File: src/rtl/cu_mc.sv
// Multi-cycle control unit for the mycpu datapath: fetch with memory wait states,
// single execute state, counted repeat-shift and halt/resume.
module cu_mc #(
  parameter int unsigned IW   = 16,
  parameter int unsigned RA_W = 3
) (
  input  logic                clk,
  input  logic                rst,
  input  logic [IW-1:0]       ins_in,
  input  logic                z_in,
  input  logic                n_in,
  input  logic                mem_rdy_in,
  input  logic                go_in,
  output logic                il_out,
  output logic [1:0]          ps_out,
  output logic                rw_out,
  output logic [3*RA_W-1:0]   rs_out,
  output logic                mm_out,
  output logic [1:0]          md_out,
  output logic                mb_out,
  output logic [3:0]          fs_out,
  output logic                wen_out,
  output logic                iom_out,
  output logic                halted_out,
  output logic                illegal_out
);

  localparam int unsigned OP_W = IW - 3*RA_W;

  if (IW < 3*RA_W + 5) begin : g_bad_op_w
    $error("cu_mc: opcode field IW-3*RA_W must be at least 5 bits");
  end

  localparam logic [OP_W-1:0] OP_LDI  = OP_W'(5'h10);
  localparam logic [OP_W-1:0] OP_ADI  = OP_W'(5'h11);
  localparam logic [OP_W-1:0] OP_LD   = OP_W'(5'h12);
  localparam logic [OP_W-1:0] OP_ST   = OP_W'(5'h13);
  localparam logic [OP_W-1:0] OP_BRZ  = OP_W'(5'h14);
  localparam logic [OP_W-1:0] OP_BRN  = OP_W'(5'h15);
  localparam logic [OP_W-1:0] OP_JMP  = OP_W'(5'h16);
  localparam logic [OP_W-1:0] OP_IOR  = OP_W'(5'h17);
  localparam logic [OP_W-1:0] OP_IOW  = OP_W'(5'h18);
  localparam logic [OP_W-1:0] OP_SHLN = OP_W'(5'h19);
  localparam logic [OP_W-1:0] OP_HAL  = OP_W'(5'h1A);
  localparam logic [OP_W-1:0] OP_NALU = OP_W'(5'h10);

  typedef enum logic [2:0] {
    S_RST = 3'd0,
    S_INF = 3'd1,
    S_EX0 = 3'd2,
    S_RPT = 3'd3,
    S_HLT = 3'd4
  } state_t;

  state_t            state_q, state_d;
  logic [RA_W-1:0]   cnt_q, cnt_d;
  logic              first_q, first_d;

  logic [OP_W-1:0]   opcode;
  logic [RA_W-1:0]   dr, sa, sb;

  assign opcode = ins_in[IW-1:3*RA_W];
  assign dr     = ins_in[3*RA_W-1:2*RA_W];
  assign sa     = ins_in[2*RA_W-1:RA_W];
  assign sb     = ins_in[RA_W-1:0];

  always_ff @(posedge clk) begin
    if (rst) begin
      state_q <= S_RST;
      cnt_q   <= '0;
      first_q <= 1'b0;
    end else begin
      state_q <= state_d;
      cnt_q   <= cnt_d;
      first_q <= first_d;
    end
  end

  // Next-state and control decode; rst masks everything to defaults.
  always_comb begin
    state_d     = state_q;
    cnt_d       = cnt_q;
    first_d     = first_q;
    il_out      = 1'b0;
    ps_out      = 2'b00;
    rw_out      = 1'b0;
    rs_out      = '0;
    mm_out      = 1'b0;
    md_out      = 2'b00;
    mb_out      = 1'b0;
    fs_out      = 4'b0000;
    wen_out     = 1'b1;
    iom_out     = 1'b0;
    halted_out  = 1'b0;
    illegal_out = 1'b0;
    if (!rst) begin
      case (state_q)
        S_RST: state_d = S_INF;
        S_INF: begin
          mm_out = 1'b1;
          il_out = mem_rdy_in;
          if (mem_rdy_in) state_d = S_EX0;
        end
        S_EX0: begin
          rs_out  = {dr, sa, sb};
          ps_out  = 2'b01;
          state_d = S_INF;
          if (opcode < OP_NALU) begin
            rw_out = 1'b1;
            fs_out = opcode[3:0];
          end else begin
            case (opcode)
              OP_LDI: begin rw_out = 1'b1; mb_out = 1'b1; fs_out = 4'b1100; end
              OP_ADI: begin rw_out = 1'b1; mb_out = 1'b1; fs_out = 4'b0010; end
              OP_LD: begin
                md_out = 2'b01;
                rw_out = mem_rdy_in;
                if (!mem_rdy_in) begin ps_out = 2'b00; state_d = S_EX0; end
              end
              OP_ST: begin
                wen_out = 1'b0;
                if (!mem_rdy_in) begin ps_out = 2'b00; state_d = S_EX0; end
              end
              OP_BRZ: ps_out = z_in ? 2'b10 : 2'b01;
              OP_BRN: ps_out = n_in ? 2'b10 : 2'b01;
              OP_JMP: ps_out = 2'b11;
              OP_IOR: begin rw_out = 1'b1; md_out = 2'b10; iom_out = 1'b1; end
              OP_IOW: begin wen_out = 1'b0; iom_out = 1'b1; end
              OP_SHLN: begin
                cnt_d   = sb;
                first_d = 1'b1;
                if (sb != '0) begin ps_out = 2'b00; state_d = S_RPT; end
              end
              OP_HAL: begin ps_out = 2'b00; state_d = S_HLT; end
              default: illegal_out = 1'b1;
            endcase
          end
        end
        // First pass shifts sa into dr, later passes shift dr in place.
        S_RPT: begin
          rw_out  = 1'b1;
          fs_out  = 4'b1110;
          rs_out  = {dr, first_q ? sa : dr, sb};
          cnt_d   = cnt_q - RA_W'(1);
          first_d = 1'b0;
          if (cnt_q == RA_W'(1)) begin
            ps_out  = 2'b01;
            state_d = S_INF;
          end
        end
        S_HLT: begin
          halted_out = 1'b1;
          if (go_in) begin
            ps_out  = 2'b01;
            state_d = S_INF;
          end
        end
        default: state_d = S_RST;
      endcase
    end
  end

endmodule

File: config.mk
export PLATFORM = sky130hd
export DESIGN_NAME = cu_mc
export DESIGN_NICKNAME = d
export VERILOG_FILES = /design/src/rtl/cu_mc.sv
export SDC_FILE = /design/constraint.sdc
export NUM_CORES = 1
export LEC_CHECK = 0
export ABC_AREA = 0
export ABC_CLOCK_PERIOD_IN_PS = 1400
export BUFFER_PORTS_ARGS = -buffer_cell sky130_fd_sc_hd__clkbuf_2
export CORE_ASPECT_RATIO = 0.6
export CORE_MARGIN = 2
export CORE_UTILIZATION = 41
export CTS_CLUSTER_SIZE = 40
export DETAILED_ROUTE_END_ITERATION = 12
export GPL_ROUTABILITY_DRIVEN = 0
export PLACE_DENSITY = 0.72
export SETUP_SLACK_MARGIN = 0.2
export SYNTH_ARGS = -nofsm -noshare
export SYNTH_HDL_FRONTEND = slang
export SYNTH_SLANG_ARGS = --single-unit
File: constraint.sdc
create_clock -name clk -period 1.4 [get_ports clk]
set_clock_uncertainty 0.1 [all_clocks]
set_input_delay 0 -clock clk [delete_from_list [all_inputs] [get_ports clk]]
set_output_delay 0 -clock clk [all_outputs]
set_load 0.1 [all_outputs]
==> flow_summary.json, run 1 <==
{
  "status": "did not finish",
  "lastStage": "detailed placement (3_5_place_dp)",
  "error": "[ERROR DPL-0033] detailed placement checks failed during check placement.",
  "async_reset_ff_share_pct": 0,
  "yosysWarnings": 0,
  "synth_edf_count": 0,
  "synth_nets": 163,
  "avgSynthCellArea_um2": 6.994,
  "syn-instance-count": 139,
  "die_y_um": 41.72,
  "synth_mux_area_share_pct": 5.148,
  "dp.final_hpwl_um": 5705,
  "syn_area_um2": 972.2,
  "ys_types": 45,
  "ys_seq_area_share_pct": 14.41,
  "io_pins": 47,
  "synth_ff_type": "dfxtp_1",
  "die_w_um": 66.87,
  "fp-row-count": 13,
  "synthSimpleGateAreaFrac_pct": 47.10,
  "synth_compound_area_share_pct": 23.04,
  "synth_fa_ha_area_share_pct": 2.574,
  "synth_xor_area_share_pct": 0.9009,
  "ys_ff_latch": 7,
  "io_buffers": 46,
  "initial_core_util_pct": 43.95,
  "synth_top_family_by_area": "simple AND/OR/NAND/NOR gates"
}
[Yosys cell counts, types with 3 or more instances]
master / count / area (um^2)
a211oi_1: 4 / 30.03
o21ai_0: 4 / 20.02
and3_1: 3 / 18.77
nand2b_1: 10 / 62.56
nor2_1: 17 / 63.81
inv_1: 6 / 22.52
a21oi_1: 9 / 45.04
mux2i_1: 5 / 50.05
dfxtp_1: 7 / 140.1
and2_1: 6 / 37.54
nand2_1: 5 / 18.77
or3_1: 4 / 25.02
clkbuf_1: 5 / 18.77
nor3_1: 11 / 55.05
o22ai_1: 3 / 18.77
[cell families after synthesis]
| kind of cell | Yosys count |
|---|---|
| AND/OR/NAND/NOR | 76 |
| AO/OA/AOI/OAI | 33 |
| buffers and inverters | 15 |
| flip-flops | 7 |
| multiplexers | 5 |
| adder cells (fa/ha/maj) | 2 |
| XOR/XNOR | 1 |
[stage by stage]
stage          instances  instance area (um^2)
3_3_place_gp         257                  2191
2_1_floorplan        139                  1230
==> inputs of run 2 (changes only) <==
- ABC_CLOCK_PERIOD_IN_PS: 1400 -> 1820
- CORE_AREA: unset -> 2 2 63 65
- CORE_ASPECT_RATIO: 0.6 -> unset
- CORE_MARGIN: 2 -> unset
- CORE_UTILIZATION: 41 -> unset
- CTS_CLUSTER_SIZE: 40 -> unset
- DIE_AREA: unset -> 0 0 65 67
- PLACE_DENSITY: 0.72 -> unset
- PLACE_DENSITY_LB_ADDON: unset -> 0.15
- SETUP_SLACK_MARGIN: 0.2 -> unset
- clock period: 1.4 -> 1.82 ns (I/O delays scaled with it)
==> run 2 against run 1 <==
The flow now finishes without violations. Area after synthesis unchanged. Synthesized cell count unchanged.
==> flow_summary.json, run 2 <==
{
  "status": "completed",
  "antenna_cells": 0,
  "routedWlPerCell_um": 14.78,
  "vias_per_cell": 5.207,
  "final.min_clock_period_ns": 1.756,
  "synth_most_common_cell": "nor2_1",
  "pwr-share-seq_pct": 20.4,
  "finalWorstSetupSlack_ns": 0.06363,
  "required_ns": 1.72,
  "hold_violations": 0,
  "r2r_slack_ns": 0.29,
  "hold_class": "in -> reg",
  "synthTopCellsByArea": "dfxtp_1, nor2_1, nand2b_1",
  "whs_path_depth": 3,
  "clkPwrFrac_pct": 23.9,
  "final_cells": 241,
  "io_pins": 47,
  "timing.rr.end": "state_q[0]",
  "avgSynthCellArea_um2": 6.994,
  "yosysWarnings": 0,
  "switching_power_mw": 0.4090,
  "rsz0062_at_grt": "true",
  "dieArea_um2": 4355,
  "synth_top_area_cell": "dfxtp_1",
  "io_buffers": 46,
  "dp.final_hpwl_um": 2878,
  "largestRegisters": "cnt_q (3), state_q (3), first_q (1)",
  "arrival_ns": 1.66,
  "leakagePower_nw": 0.7453,
  "initial_core_util_pct": 26.96,
  "grt_overflow": 0,
  "swShare_pct": 44.60,
  "yosys-top-cells-count": "nor2_1, nor3_1, nand2b_1, a21oi_1, dfxtp_1",
  "slew_viol_final": 0,
  "area_delta_synth_final_pct": 97.94,
  "dp_cells": 232,
  "tightest_slew_ns": 0.5410,
  "nFillCells": 335,
  "final_cell_mix": "clkbuf_2, buf_12, nor2_1, buf_4, nand2b_1",
  "rr_worst_depth": 5,
  "route.detailed.drc": 0,
  "dp_slack_ns": 0.1437,
  "end_kind": "output pin",
  "clk_pin_slew_ns": 0.04,
  "cts_buffers": 3,
  "peakVddDrop_mv": 0.4455,
  "drtIter0Drc": 66,
  "power_density_nw_per_um2": 476.6,
  "synth_edf_count": 0,
  "netlist.area_leader.share_pct": 14.41,
  "syn_area_um2": 972.2,
  "ant_nets": 0,
  "startpoint_type": "register",
  "fp-row-count": 22,
  "worstPathMaxFanout": 3,
  "power_frac_comb_pct": 55.6,
  "drive_above_1_share_pct": 48.19,
  "cts_tree": "yes",
  "slew_headroom_pct": 64.09,
  "die_w_um": 65,
  "internal_power_mw": 0.5080,
  "hold_start": "ins_in[1]",
  "setup_viol": 0,
  "postRouteWirelength_um": 3563,
  "clkLatencyLatePin_ns": 0.23,
  "maxCapViolCount": 0,
  "cts_buffer_depth": 2,
  "finalNetCount": 218,
  "antenna_found_initial": 0,
  "syn-instance-count": 139,
  "async_reset_ff_share_pct": 0,
  "grt_pass1_wl_um": 5499,
  "grt_max_degree": 13,
  "critPathKind": "reg -> out",
  "num_vias": 1255,
  "drt_pass1_iterations": 4,
  "ys_ff_latch": 7,
  "grt_usage_pct": 16.16,
  "period_share_pct": 96.50,
  "die_y_um": 67,
  "place_area_um2": 1808,
  "rr_startpoint": "state_q[0]",
  "ys_seq_area_share_pct": 14.41,
  "cts_root_buffer": "clkbuf_8",
  "cts.sinks": 7,
  "min_to": "cnt_q[1]",
  "clock.fmax_mhz": 569.4,
  "postLayoutCellArea_um2": 1924,
  "ys_types": 45,
  "synth_ff_type": "dfxtp_1",
  "grt_pass1_vias": 1158,
  "synth_nets": 163,
  "core_um2": 3606,
  "htreeDepth": 1
}
run 2: kinds of logic (layout without fill, tap and decap cells):
family / after synthesis / in the layout / share of synthesized area [%]
multiplexers: 5 / 5 / 5.148
XOR/XNOR: 1 / 1 / 0.9011
adder cells (fa/ha/maj): 2 / 2 / 2.574
AO/OA/AOI/OAI: 33 / 33 / 23.04
flip-flops: 7 / 7 / 14.41
AND/OR/NAND/NOR: 76 / 77 / 47.11
buffers and inverters: 15 / 68 / 6.821
run 2: final cells by class:
cell class	count	area, um^2	area share, %
Multi-Input combinational cell	118	980.9	50.98
Timing Repair Buffer	58	670.6	34.85
Sequential cell	7	145.1	7.542
Tap cell	48	60.06	3.121
Clock buffer	4	45.04	2.341
Inverter	6	22.52	1.170
run 2: worst max path at each step:
stage | startpoint | to | slack (ns)
after floorplan | state_q[1] | ps_out[1] | -0.41
after global placement | state_q[1] | ps_out[1] | 0.19
after detailed placement | state_q[1] | ps_out[1] | 0.14
after CTS | cnt_q[0] | ps_out[0] | 0.003
after global routing | cnt_q[0] | ps_out[0] | 0.002
final | cnt_q[1] | ps_out[0] | 0.06
run 2: worst max-delay path, stage by stage, from the launching register on:
cell and delay [ns]:
dfxtp_1 0.30, inv_1 0.08, ha_1 0.15, nand2b_1 0.12
o221ai_2 0.19, a211oi_2 0.07, a211oi_4 0.30, buf_12 0.21
run 2: timing repair:
item / CTS / global route
hold endpoints to repair: 2 / 0
endpoints found under the setup margin: 4 / 4
resized for setup: 4 / 4
cloned: 0 / 1
pin swaps: 2 / 1
buffers inserted: 0 / 2
hold buffers: 2 / 0
run 2: power by group through the flow:
stage	logic [mW]	clock network, mW	registers [mW]
floorplan	0.348	0	0.177
finish	0.510	0.219	0.187
detailed placement	0.487	0	0.191
CTS	0.493	0.225	0.188
global placement	0.480	0	0.190
global route	0.541	0.234	0.189
run 2: stage by stage:
stage          hold WS (ns)  util, %  TNS [ns]  power (mW)
3_5_place_dp         0.1914    50.14         0      0.6778
4_1_cts             0.01128    52.29         0      0.9056
3_3_place_gp         0.1877    50.14         0      0.6691
5_1_grt             0.03749    53.37         0      0.9644
6_report            0.01492    53.37         0      0.9171
2_1_floorplan       0.01986        -    -1.301      0.5247
run 2: layer usage:
| layer | global-route usage, % | share of wire [%] | routed length [um] |
|---|---|---|---|
| met4 | 5.851 | 1.3 | 48 |
| met3 | 2.027 | 4.7 | 167 |
| met2 | 27.71 | 51 | 1802 |
| met5 | 0 | 0 | 0 |
| met1 | 20.65 | 43 | 1544 |
Note: power is estimated with default switching activity, not from simulation.
